`config.mk`:
```
export PLATFORM = sky130hd
export DESIGN_NAME = tick_counter_sequencer
export DESIGN_NICKNAME = d
export VERILOG_FILES = /design/src/rtl/tick_counter_sequencer.sv
export SDC_FILE = /design/constraint.sdc
export NUM_CORES = 1
export LEC_CHECK = 0
export ABC_CLOCK_PERIOD_IN_PS = 4300
export CORE_ASPECT_RATIO = 0.6
export CORE_UTILIZATION = 46
export DETAILED_ROUTE_END_ITERATION = 8
export GPL_TIMING_DRIVEN = 1
export HOLD_SLACK_MARGIN = 0.06
export PLACE_DENSITY = 0.67
export SETUP_SLACK_MARGIN = 0.15
export SYNTH_ARGS = -nofsm -noshare
export SYNTH_HDL_FRONTEND = slang
export SYNTH_SLANG_ARGS = --single-unit
```
`constraint.sdc`:
```
create_clock -name clk_50MHz -period 4.3 [get_ports clk_50MHz]
set_clock_uncertainty 0.15 [all_clocks]
set_input_delay 0.86 -clock clk_50MHz [delete_from_list [all_inputs] [get_ports clk_50MHz]]
set_output_delay 0.86 -clock clk_50MHz [all_outputs]
set_load 0.05 [all_outputs]
```
`src/rtl/tick_counter_sequencer.sv`:
```
// Counter sequencer on a single clock: prescaler tick enables drive
// run/stop/step/load control of a small up/down counter.
module tick_counter_sequencer #(
  parameter int DIV   = 50_000_000,
  parameter int WIDTH = 3
) (
  input  logic             clk_50MHz,
  input  logic             reset_n,
  input  logic             start,
  input  logic             stop,
  input  logic             step,
  input  logic             dir,
  input  logic             one_shot,
  input  logic             load,
  input  logic [WIDTH-1:0] load_value,
  output logic [WIDTH-1:0] out_counter,
  output logic             tick,
  output logic             running,
  output logic             done,
  output logic [1:0]       state
);

  typedef enum logic [1:0] {
    IDLE = 2'd0,
    RUN  = 2'd1,
    STEP = 2'd2,
    DONE = 2'd3
  } state_t;

  localparam int PW = (DIV > 2) ? $clog2(DIV) : 1;
  localparam logic [PW-1:0] PRE_LAST = PW'(DIV - 1);

  state_t           st;
  state_t           nxt_st;
  logic [PW-1:0]    prescaler;
  logic [PW-1:0]    nxt_pre;
  logic [WIDTH-1:0] nxt_cnt;
  logic [WIDTH-1:0] cnt_val;
  logic             at_term;
  logic             nxt_tick;

  assign state = st;

  // Next-state decode; load outranks stop, stop outranks start, start outranks step.
  always_comb begin
    cnt_val  = dir ? out_counter + WIDTH'(1)
                   : out_counter - WIDTH'(1);
    at_term  = dir ? (cnt_val == '1) : (cnt_val == '0);
    nxt_st   = st;
    nxt_pre  = prescaler;
    nxt_cnt  = out_counter;
    nxt_tick = 1'b0;
    if (load) begin
      nxt_cnt = load_value;
      nxt_pre = '0;
      nxt_st  = (st == RUN) ? RUN : IDLE;
    end else begin
      unique case (st)
        IDLE: begin
          nxt_pre = '0;
          if (stop) begin
            nxt_st = IDLE;
          end else if (start) begin
            nxt_st = RUN;
          end else if (step) begin
            nxt_st   = STEP;
            nxt_cnt  = cnt_val;
            nxt_tick = 1'b1;
          end
        end
        RUN: begin
          if (stop) begin
            nxt_st  = IDLE;
            nxt_pre = '0;
          end else if (prescaler == PRE_LAST) begin
            nxt_pre  = '0;
            nxt_cnt  = cnt_val;
            nxt_tick = 1'b1;
            if (one_shot && at_term) nxt_st = DONE;
          end else begin
            nxt_pre = prescaler + PW'(1);
          end
        end
        STEP: begin
          nxt_st  = IDLE;
          nxt_pre = '0;
        end
        DONE: begin
          nxt_pre = '0;
          if (stop) nxt_st = IDLE;
          else if (start) nxt_st = RUN;
        end
        default: begin
          nxt_st  = IDLE;
          nxt_pre = '0;
        end
      endcase
    end
  end

  // State, prescaler and all outputs register together.
  always_ff @(posedge clk_50MHz or negedge reset_n) begin
    if (!reset_n) begin
      st          <= IDLE;
      prescaler   <= '0;
      out_counter <= '0;
      tick        <= 1'b0;
      running     <= 1'b0;
      done        <= 1'b0;
    end else begin
      st          <= nxt_st;
      prescaler   <= nxt_pre;
      out_counter <= nxt_cnt;
      tick        <= nxt_tick;
      running     <= (nxt_st == RUN);
      done        <= (nxt_st == DONE);
    end
  end

endmodule

```
* Yosys cells after proc, flatten, opt, wreduce, memory -nomap -nowiden
Cells that the tools add are included.
** Word-level totals
- Register bits after elaboration :: 34
- Input port bits :: 11
- Output and inout port bits :: 8
- Word-level logic and storage cells :: 58
** Operators by class
- $add $sub $neg :: 3
- Eq/ne operators :: 12
- Mux-type cells :: 31
- Reductions and logical operators :: 6
** Operator list (count)
- $mux W26 :: 3
- $pmux W26 S2 :: 1
- $add A26 B1 Y26 const B :: 1
- $eq A26 B26 Y1 const B :: 1
- $mux W3 :: 7
- $mux W2 :: 9
- $ne A3 B3 Y1 const B :: 4
- $mux W1 :: 8
- $pmux W2 S4 :: 1
- $eq A2 B2 Y1 const B :: 3
- $pmux W3 S2 :: 1
- $reduce_and A6 Y1 :: 1
- $eq A2 B1 Y1 const B :: 2
- $add A3 B1 Y3 const B :: 1
- $eq A3 B3 Y1 const B :: 1
- $logic_not A3 Y1 :: 1
- $ne A3 B2 Y1 const B :: 1
- $reduce_bool A3 Y1 :: 1
- $reduce_or A3 Y1 :: 1
- $sub A3 B1 Y3 const B :: 1
- $logic_not A2 Y1 :: 1
- $pmux W1 S2 :: 1
- $logic_and A1 B1 Y1 :: 1

* Depth between registers and ports, before layout
Gate-level depths: netlist (run 1).
- Depth after elaboration :: 11
- Mapped depth :: 6

* Least setup slack after synthesis (run 1)
OpenSTA, ideal clock, no wires.
- Path kind :: input port to flip-flop
- From :: input stop
- To :: register done
- Library setup time :: 0.111 ns
- Arrival :: 2.583 ns
- Setup slack :: 1.456 ns
- Stages :: 4
- Buffers on the path :: 0
- Path through :: or3b_1 > or4_4 > or4_4 > a2111oi_2
** On the way
- Longest elaborated chain between the ends :: 4
- Elaborated cells on any way between the ends :: 6
- Classes of those cells :: eq/ne (1); mux (5)
** Ends and longest elaborated chain
- start, declared :: RTL line 10 : input logic stop,
- $mux W2 (on tied branches) :: RTL line 90, 61, 72
- $pmux W2 S4 * :: RTL line 58 : unique case (st)
- $mux W2 * :: RTL line 53 : if (load) begin
- $eq A2 B2 Y1 * :: RTL line 116 : done <= (nxt_st == DONE);
- end signal, assigned :: RTL line 116
- end, declared :: RTL line 19 : output logic done,
Mark *: on every way between the ends. The rest lies on a longest branch, timed or not.
A chain may end at the register's enable or synchronous reset.

* Worst setup path in the final report (run 1)
Same ends and word-level chain as after synthesis.

==> impl_metrics.prom, run 1 <==
# TYPE chip_impl_metric gauge
chip_impl_metric{name="antenna_left",unit=""} 0
chip_impl_info{name="worstReg2RegStart",value="state[1]"} 1
chip_impl_metric{name="antenna_found_initial",unit=""} 0
chip_impl_metric{name="fin_area",unit="mm^2"} 0.002205
chip_impl_metric{name="timing.max_slew.rel_slack",unit="%"} 59.15
chip_impl_metric{name="dr.first_iter.drc_count",unit=""} 145
chip_impl_metric{name="detailroute.via_count",unit=""} 1590
chip_impl_metric{name="die-width",unit="um"} 84.46
chip_impl_metric{name="cts.repair_timing.setup_buffer_count",unit=""} 0
chip_impl_metric{name="insertedDiodeCount",unit=""} 0
chip_impl_metric{name="yosys_warnings",unit=""} 0
chip_impl_metric{name="worst_margin_pin_slew",unit="ps"} 606.4
chip_impl_metric{name="number_of_synthesized_flops_with_an_enable_pin",unit=""} 0
chip_impl_info{name="outcome",value="finished with violations"} 1
chip_impl_metric{name="row_count",unit=""} 17
chip_impl_metric{name="vdd_drop_max",unit="mV"} 0.1399
chip_impl_metric{name="cap_violations",unit=""} 0
chip_impl_metric{name="finalCritPeriodShare",unit="%"} 73.57
chip_impl_metric{name="drt-vias-per-instance",unit=""} 6.069
chip_impl_metric{name="place.detailed.instances",unit=""} 254
chip_impl_metric{name="io_pins",unit=""} 19
chip_impl_metric{name="cpPeakStageDelay",unit="ps"} 580
chip_impl_info{name="cp_top_family",value="simple AND/OR/NAND/NOR gates"} 1
chip_impl_metric{name="clkSlewWorstSetupHoldPaths",unit="ps"} 70
chip_impl_info{name="hold_path_end",value="prescaler[0]"} 1
chip_impl_metric{name="reg2reg_slack",unit="ps"} 1750
chip_impl_info{name="yosysMostFrequentCell",value="dfrtp_1"} 1
chip_impl_metric{name="worst-path-buf-inv",unit=""} 1
chip_impl_metric{name="holdBufCountCts",unit=""} 0
chip_impl_metric{name="finalNetCount",unit=""} 230
chip_impl_info{name="worst_setup_path_end_kind",value="flip-flop"} 1
chip_impl_metric{name="wl",unit="mm"} 4.266
chip_impl_info{name="failed_checks",value="DRC"} 1
chip_impl_metric{name="final_util",unit="%"} 58.23
chip_impl_metric{name="drt_pass1_iterations",unit=""} 6
chip_impl_metric{name="place.gp.congestion",unit=""} 0.8174
chip_impl_info{name="cp_cell_sequence",value="clkdlybuf4s50_1 -> or3b_1 -> or4_4 -> or4_4 -> a2111oi_2"} 1
chip_impl_metric{name="power_per_cell_area",unit="mW/mm^2"} 318.2
chip_impl_metric{name="max_clock_freq",unit="MHz"} 316.1
chip_impl_metric{name="drive_above_1_share",unit="%"} 8.372
chip_impl_metric{name="die_y",unit="um"} 51.48
chip_impl_metric{name="grt_first_pass_wirelength",unit="mm"} 7.210
chip_impl_info{name="holdCritStartpoint",value="prescaler[0]"} 1
chip_impl_metric{name="grt_max_degree",unit=""} 35
chip_impl_info{name="post-synth-top-area-cell",value="dfrtp_1"} 1
chip_impl_metric{name="syn_area_per_cell",unit="um^2"} 9.724
chip_impl_info{name="synth.top_cells.by_count",value="dfrtp_1 (34), nor2_1 (18), nand3_1 (14)"} 1
chip_impl_metric{name="synth.yosys.seq_area_share",unit="%"} 45.33
chip_impl_info{name="hold_class",value="reg -> reg"} 1
chip_impl_info{name="ys_dominant_reg_cell",value="dfrtp_1"} 1
chip_impl_metric{name="worstPathArrival",unit="ps"} 3190
chip_impl_info{name="crit_slowest_cell",value="or4_4"} 1
chip_impl_metric{name="synth-seq-cells",unit=""} 34
chip_impl_metric{name="tns",unit="ps"} 0
chip_impl_info{name="worstReg2RegEnd",value="done"} 1
chip_impl_metric{name="cts_buffer_depth",unit=""} 2
chip_impl_metric{name="initial_core_util",unit="%"} 49.57
chip_impl_metric{name="postSynthNetCount",unit=""} 209
chip_impl_metric{name="route.detailed.wl_per_inst",unit="um"} 16.28
chip_impl_metric{name="cts.htree.levels",unit=""} 2
chip_impl_metric{name="post_route_non_filler_standard_cell_count",unit=""} 262
chip_impl_info{name="setup.worst_path.class",value="in -> reg"} 1
chip_impl_metric{name="grt_overflow",unit=""} 0
chip_impl_metric{name="post_dp_cell_area",unit="mm^2"} 0.002113
chip_impl_metric{name="first_global_vias",unit=""} 1452
chip_impl_metric{name="clock_latency",unit="ps"} 290
chip_impl_metric{name="worst_r2r_path_depth",unit=""} 4
chip_impl_metric{name="hold_path_depth",unit=""} 1
chip_impl_metric{name="num-fill-cells",unit=""} 341
chip_impl_info{name="cts_tree",value="built"} 1
chip_impl_info{name="ctsRootBufferMaster",value="clkbuf_8"} 1
chip_impl_metric{name="multi_input_comb_area",unit="um^2"} 982.2
chip_impl_metric{name="fp.coreArea",unit="mm^2"} 0.003786
chip_impl_metric{name="drcViolationCount",unit=""} 2
chip_impl_metric{name="timing_max_transition_violations_final",unit=""} 0
chip_impl_metric{name="cts_inserted_buffers",unit=""} 5
chip_impl_metric{name="crit_fanout",unit=""} 4
chip_impl_metric{name="die_area",unit="mm^2"} 0.004348
chip_impl_info{name="netlist_top_cells_area",value="dfrtp_1 (45%), xor2_1 (5.6%), nand3_1 (3.7%)"} 1
chip_impl_metric{name="post_synth_instance_area",unit="mm^2"} 0.001877
chip_impl_metric{name="port-buffer-count",unit=""} 18
chip_impl_metric{name="postSynthCellCount",unit=""} 193
chip_impl_metric{name="required_time_at_the_worst_slack_endpoint",unit="ps"} 4330
chip_impl_metric{name="yosys.area.top_type_share",unit="%"} 45.33
chip_impl_metric{name="seq_area",unit="um^2"} 850.8
chip_impl_metric{name="grt.total_usage",unit="%"} 22.38
chip_impl_metric{name="flow.area_growth_from_synthesis",unit="%"} 17.47
chip_impl_metric{name="report.final.hold_viol_count",unit=""} 0
chip_impl_metric{name="dp_hpwl",unit="mm"} 3.023
chip_impl_info{name="crit_path_frequent_cell",value="or4_4"} 1
chip_impl_metric{name="resize_count_post_cts",unit=""} 0
chip_impl_metric{name="number_of_unique_standard_cell_types_used_by_synthesis",unit=""} 37
chip_impl_metric{name="finalSetupViolations",unit=""} 0
chip_impl_metric{name="synth-async-reset-ratio",unit="%"} 100.0
chip_impl_info{name="rsz_0062_raised_after_global_routing",value="no"} 1
chip_impl_metric{name="power.leakage",unit="nW"} 0.8388
chip_impl_metric{name="clock-sinks",unit=""} 34
chip_impl_metric{name="period_needed",unit="ps"} 3164
chip_impl_info{name="start_kind",value="input port"} 1
## logic make-up (layout without fill, tap and decap cells)
family / Yosys count / after routing / synth area share, %
buffers and inverters: 13 / 35 / 2.600
and+or+nand+nor: 87 / 87 / 26.73
DFF: 34 / 34 / 45.33
AOI/OAI and AO/OA: 33 / 33 / 11.47
xor gates and xnor gates: 16 / 16 / 7.466
adders and majority gates: 5 / 5 / 3.733
muxes: 5 / 5 / 2.667
## state kept, by name (all words and copies together) (netlist names)
| signal | count |
|---|---|
| done | 1 |
| out_counter | 3 |
| prescaler | 26 |
| running | 1 |
| state | 2 |
| tick | 1 |
## where the power goes
group	leakage, nW	internal (mW)	switching (mW)	total (mW)
logic	0.325	0.0450	0.0726	0.118
clock network	0.0482	0.129	0.115	0.245
registers	0.465	0.329	0.0106	0.339
total	0.839	0.503	0.199	0.702
## routing by layer
| metal | global-route usage (%) | up-vias | routed length (um) |
|---|---|---|---|
| met5 | 0 | - | 0 |
| met4 | 8.192 | 0 | 47 |
| met3 | 5.493 | 8 | 242 |
| met2 | 30.46 | 43 | 1728 |
| met1 | 34.02 | 784 | 2248 |
| li1 | - | 755 | - |
## per-stage QoR
stage | worst slack (ps) | hold slack, ps | power (mW)
after floorplan | 1456 | 318.8 | 0.4151
after global placement | 889.9 | 342.6 | 0.4598
after detailed placement | 843.2 | 359.7 | 0.4628
after CTS | 1137 | 367.8 | 0.7093
after global routing | 1051 | 390.3 | 0.7351
final | 1136 | 366.5 | 0.7016
## cell usage in the layout (no fill, tap or decap), types with 4 or more instances in the layout
cell and n:
dfrtp_1 34, nor2_1 18, clkdlybuf4s50_1 18, nand3_1 14
a21oi_1 12, xor2_1 12, nand2_1 10, nand4_1 8
or4_1 8, inv_1 7, o31ai_1 7, o21ai_0 6
clkbuf_8 6, and4_1 5, mux2i_1 5, or3_1 4
xnor2_1 4, ha_1 4
## cell type report
| class | instances | area share [%] |
|---|---|---|
| Tap cell | 47 | 2.667 |
| Timing Repair Buffer | 20 | 8.854 |
| Clock inverter | 1 | 0.2270 |
| Sequential cell | 34 | 38.59 |
| Multi-Input combinational cell | 146 | 44.55 |
| Inverter | 7 | 1.192 |
| Clock buffer | 7 | 3.916 |
## how the worst max path moves through the flow
stage               startpoint    to  depth (start not counted)
global placement          stop  done                          5
CTS                       stop  done                          5
global route              stop  done                          5
detailed placement        stop  done                          5
finish                    stop  done                          5
floorplan                 stop  done                          4
No activity file was read; power rests on OpenSTA's default activity.
==> run 2: changes to the inputs <==
--- a/config.mk
+++ b/config.mk
@@ -5,7 +5,7 @@
 export SDC_FILE = /design/constraint.sdc
 export NUM_CORES = 1
 export LEC_CHECK = 0
-export ABC_CLOCK_PERIOD_IN_PS = 4300
+export ABC_CLOCK_PERIOD_IN_PS = 3300
 export CORE_ASPECT_RATIO = 0.6
 export CORE_UTILIZATION = 46
 export DETAILED_ROUTE_END_ITERATION = 8
==> constraint.sdc (replaced) <==
create_clock -name clk_50MHz -period 3.3 [get_ports clk_50MHz]
set_clock_uncertainty 0.15 [all_clocks]
set_input_delay 0.66 -clock clk_50MHz [delete_from_list [all_inputs] [get_ports clk_50MHz]]
set_output_delay 0.66 -clock clk_50MHz [all_outputs]
set_load 0.05 [all_outputs]
==> run 2 against run 1 <==
Net effect: the flow still finishes with violations (DRC); utilization increased by 0.36 points; sequential power is 31% higher; combinational power up 35%; critical path type unchanged; highest routed layer unchanged.
==> impl_metrics.prom, run 2 (synthesis gave the netlist of run 1 again) <==
# TYPE chip_impl_metric gauge
chip_impl_metric{name="die_y",unit="um"} 51.48
chip_impl_info{name="start_kind",value="input port"} 1
chip_impl_metric{name="port-buffer-count",unit=""} 18
chip_impl_metric{name="cap_violations",unit=""} 0
chip_impl_metric{name="place.detailed.instances",unit=""} 257
chip_impl_metric{name="place.gp.congestion",unit=""} 0.8422
chip_impl_metric{name="cts_inserted_buffers",unit=""} 5
chip_impl_metric{name="largest_register_ff_count",unit=""} 26
chip_impl_metric{name="io_pins",unit=""} 19
chip_impl_metric{name="resize_count_post_cts",unit=""} 0
chip_impl_info{name="holdCritStartpoint",value="prescaler[0]"} 1
chip_impl_metric{name="max_clock_freq",unit="MHz"} 340.9
chip_impl_metric{name="cts.repair_timing.setup_buffer_count",unit=""} 0
chip_impl_metric{name="grt_first_pass_wirelength",unit="mm"} 7.514
chip_impl_metric{name="timing_max_transition_violations_final",unit=""} 0
chip_impl_metric{name="finalCritPeriodShare",unit="%"} 88.90
chip_impl_metric{name="drcViolationCount",unit=""} 2
chip_impl_metric{name="cts_buffer_depth",unit=""} 2
chip_impl_metric{name="clock-sinks",unit=""} 34
chip_impl_metric{name="grt.total_usage",unit="%"} 22.91
chip_impl_metric{name="sequentialPowerShare",unit="%"} 49.2
chip_impl_metric{name="period_needed",unit="ps"} 2934
chip_impl_metric{name="power_spent_charging_and_discharging_nets",unit="mW"} 0.2497
chip_impl_info{name="cp_cell_sequence",value="clkdlybuf4s50_1 -> inv_1 -> fa_1 -> xor2_1 -> nand2_1 -> or4_4 -> a2111oi_2"} 1
chip_impl_metric{name="holdBufCountCts",unit=""} 0
chip_impl_metric{name="insertedDiodeCount",unit=""} 0
chip_impl_metric{name="vdd_drop_max",unit="mV"} 0.1913
chip_impl_metric{name="grt_max_degree",unit=""} 35
chip_impl_metric{name="clock_latency",unit="ps"} 280
chip_impl_metric{name="row_count",unit=""} 17
chip_impl_metric{name="final_util",unit="%"} 58.59
chip_impl_info{name="cts_tree",value="built"} 1
chip_impl_info{name="worstReg2RegStart",value="prescaler[0]"} 1
chip_impl_metric{name="flow.area_growth_from_synthesis",unit="%"} 18.20
chip_impl_metric{name="first_global_vias",unit=""} 1522
chip_impl_metric{name="clkSlewWorstSetupHoldPaths",unit="ps"} 60
chip_impl_metric{name="worst_r2r_path_depth",unit=""} 6
chip_impl_info{name="outcome",value="finished with violations"} 1
chip_impl_metric{name="antenna_left",unit=""} 0
chip_impl_info{name="critical_path.startpoint",value="dir"} 1
chip_impl_info{name="cp_top_family",value="buffers and inverters"} 1
chip_impl_metric{name="die_area",unit="mm^2"} 0.004348
chip_impl_metric{name="drive_above_1_share",unit="%"} 9.259
chip_impl_metric{name="post_dp_cell_area",unit="mm^2"} 0.002136
chip_impl_info{name="largest-register",value="prescaler"} 1
chip_impl_info{name="crit_slowest_cell",value="clkdlybuf4s50_1"} 1
chip_impl_info{name="worstReg2RegEnd",value="prescaler[20]"} 1
chip_impl_metric{name="power.leakage",unit="nW"} 0.8487
chip_impl_metric{name="antenna_found_initial",unit=""} 0
chip_impl_info{name="hold_path_end",value="prescaler[0]"} 1
chip_impl_metric{name="cpPeakStageDelay",unit="ps"} 530
chip_impl_metric{name="netSwitchingFraction",unit="%"} 27.74
chip_impl_metric{name="wl",unit="mm"} 4.426
chip_impl_metric{name="cts.htree.levels",unit=""} 2
chip_impl_metric{name="power_per_cell_area",unit="mW/mm^2"} 405.7
chip_impl_metric{name="initial_core_util",unit="%"} 49.57
chip_impl_metric{name="die-width",unit="um"} 84.46
chip_impl_metric{name="dp_hpwl",unit="mm"} 3.232
chip_impl_metric{name="fp.coreArea",unit="mm^2"} 0.003786
chip_impl_info{name="layout.cells.most_common",value="dfrtp_1"} 1
chip_impl_metric{name="report.final.hold_viol_count",unit=""} 0
chip_impl_info{name="failed_checks",value="DRC"} 1
chip_impl_metric{name="finalSetupViolations",unit=""} 0
chip_impl_info{name="final_cell_mix",value="dfrtp_1 (34), nor2_1 (18), clkdlybuf4s50_1 (18)"} 1
chip_impl_metric{name="detailroute.via_count",unit=""} 1584
chip_impl_metric{name="hold_path_depth",unit=""} 1
chip_impl_metric{name="p_comb_share",unit="%"} 17.6
chip_impl_metric{name="dr.first_iter.drc_count",unit=""} 57
chip_impl_metric{name="required_time_at_the_worst_slack_endpoint",unit="ps"} 3320
chip_impl_metric{name="timing.max_slew.rel_slack",unit="%"} 19.60
chip_impl_metric{name="worst-path-buf-inv",unit=""} 2
chip_impl_metric{name="tns",unit="ps"} 0
chip_impl_info{name="ctsRootBufferMaster",value="clkbuf_8"} 1
chip_impl_metric{name="worstPathArrival",unit="ps"} 2950
chip_impl_info{name="rsz_0062_raised_after_global_routing",value="no"} 1
chip_impl_metric{name="drt-vias-per-instance",unit=""} 6.023
chip_impl_metric{name="internal_power",unit="mW"} 0.6504
chip_impl_metric{name="post_route_non_filler_standard_cell_count",unit=""} 263
chip_impl_metric{name="crit_fanout",unit=""} 3
chip_impl_metric{name="grt_overflow",unit=""} 0
chip_impl_metric{name="reg2reg_slack",unit="ps"} 480
chip_impl_metric{name="finalNetCount",unit=""} 233
chip_impl_info{name="setup.worst_path.class",value="in -> reg"} 1
chip_impl_metric{name="worst_margin_pin_slew",unit="ps"} 1199
chip_impl_info{name="hold_class",value="reg -> reg"} 1
chip_impl_metric{name="fin_area",unit="mm^2"} 0.002218
chip_impl_metric{name="power_frac_clock",unit="%"} 33.2
chip_impl_metric{name="totalPowerFinal",unit="mW"} 0.9001
chip_impl_metric{name="drt_pass1_iterations",unit=""} 6
chip_impl_info{name="worst_setup_path_end_kind",value="flip-flop"} 1
chip_impl_metric{name="route.detailed.wl_per_inst",unit="um"} 16.83
## run 2: cell types whose count changed in the layout (fill, tap and decap cells not counted), sizes merged
cell / previous run / this run
buf: 2 / 5
clkbuf: 7 / 6
clkinv: 1 / 0
## run 2: worst reg2reg max path, cell delays in order (launching register included)
cell and delay [ps]:
dfrtp_1 400, ha_1 260, and4_1 360, nand2_1 160
o31ai_2 960, buf_4 330, a21oi_1 70
## run 2: power by group through the flow
| stage | registers, mW | clock network, mW | logic (mW) |
|---|---|---|---|
| 2_1_floorplan | 0.488 | 0 | 0.0528 |
| 3_3_place_gp | 0.449 | 0 | 0.153 |
| 3_5_place_dp | 0.450 | 0 | 0.158 |
| 4_1_cts | 0.442 | 0.309 | 0.159 |
| 5_1_grt | 0.444 | 0.329 | 0.171 |
| 6_report | 0.443 | 0.299 | 0.159 |
## run 2: worst max path at each step
stage,slack [ps],cells after the start,endpoint
3_5_place_dp,60,7,done
3_3_place_gp,150,5,done
5_1_grt,270,7,done
6_report,370,7,done
4_1_cts,350,7,done
2_1_floorplan,650,4,done
## run 2: layout make-up
type / instances / area, um^2
Clock buffer: 6 / 82.58
Fill cell: 328 / 1568
Inverter: 7 / 26.28
Multi-Input combinational cell: 146 / 982.2
Sequential cell: 34 / 850.8
Tap cell: 47 / 58.81
Timing Repair Buffer: 23 / 217.7
## run 2: per-stage QoR
stage                     hold slack, ps  setup WS (ps)
after floorplan                    214.4          647.2
after global placement             345.4          154.7
after detailed placement           350.6          55.27
after CTS                          360.6          354.3
after global routing               392.1          268.8
final                              363.3          366.3
## run 2: per-layer routing
layer,global-route usage [%],vias up,wire (um)
met3,5.493,2,156
met5,0,-,0
met1,32.86,796,2323
met2,34.70,25,1938
met4,6.497,0,7
li1,-,761,-
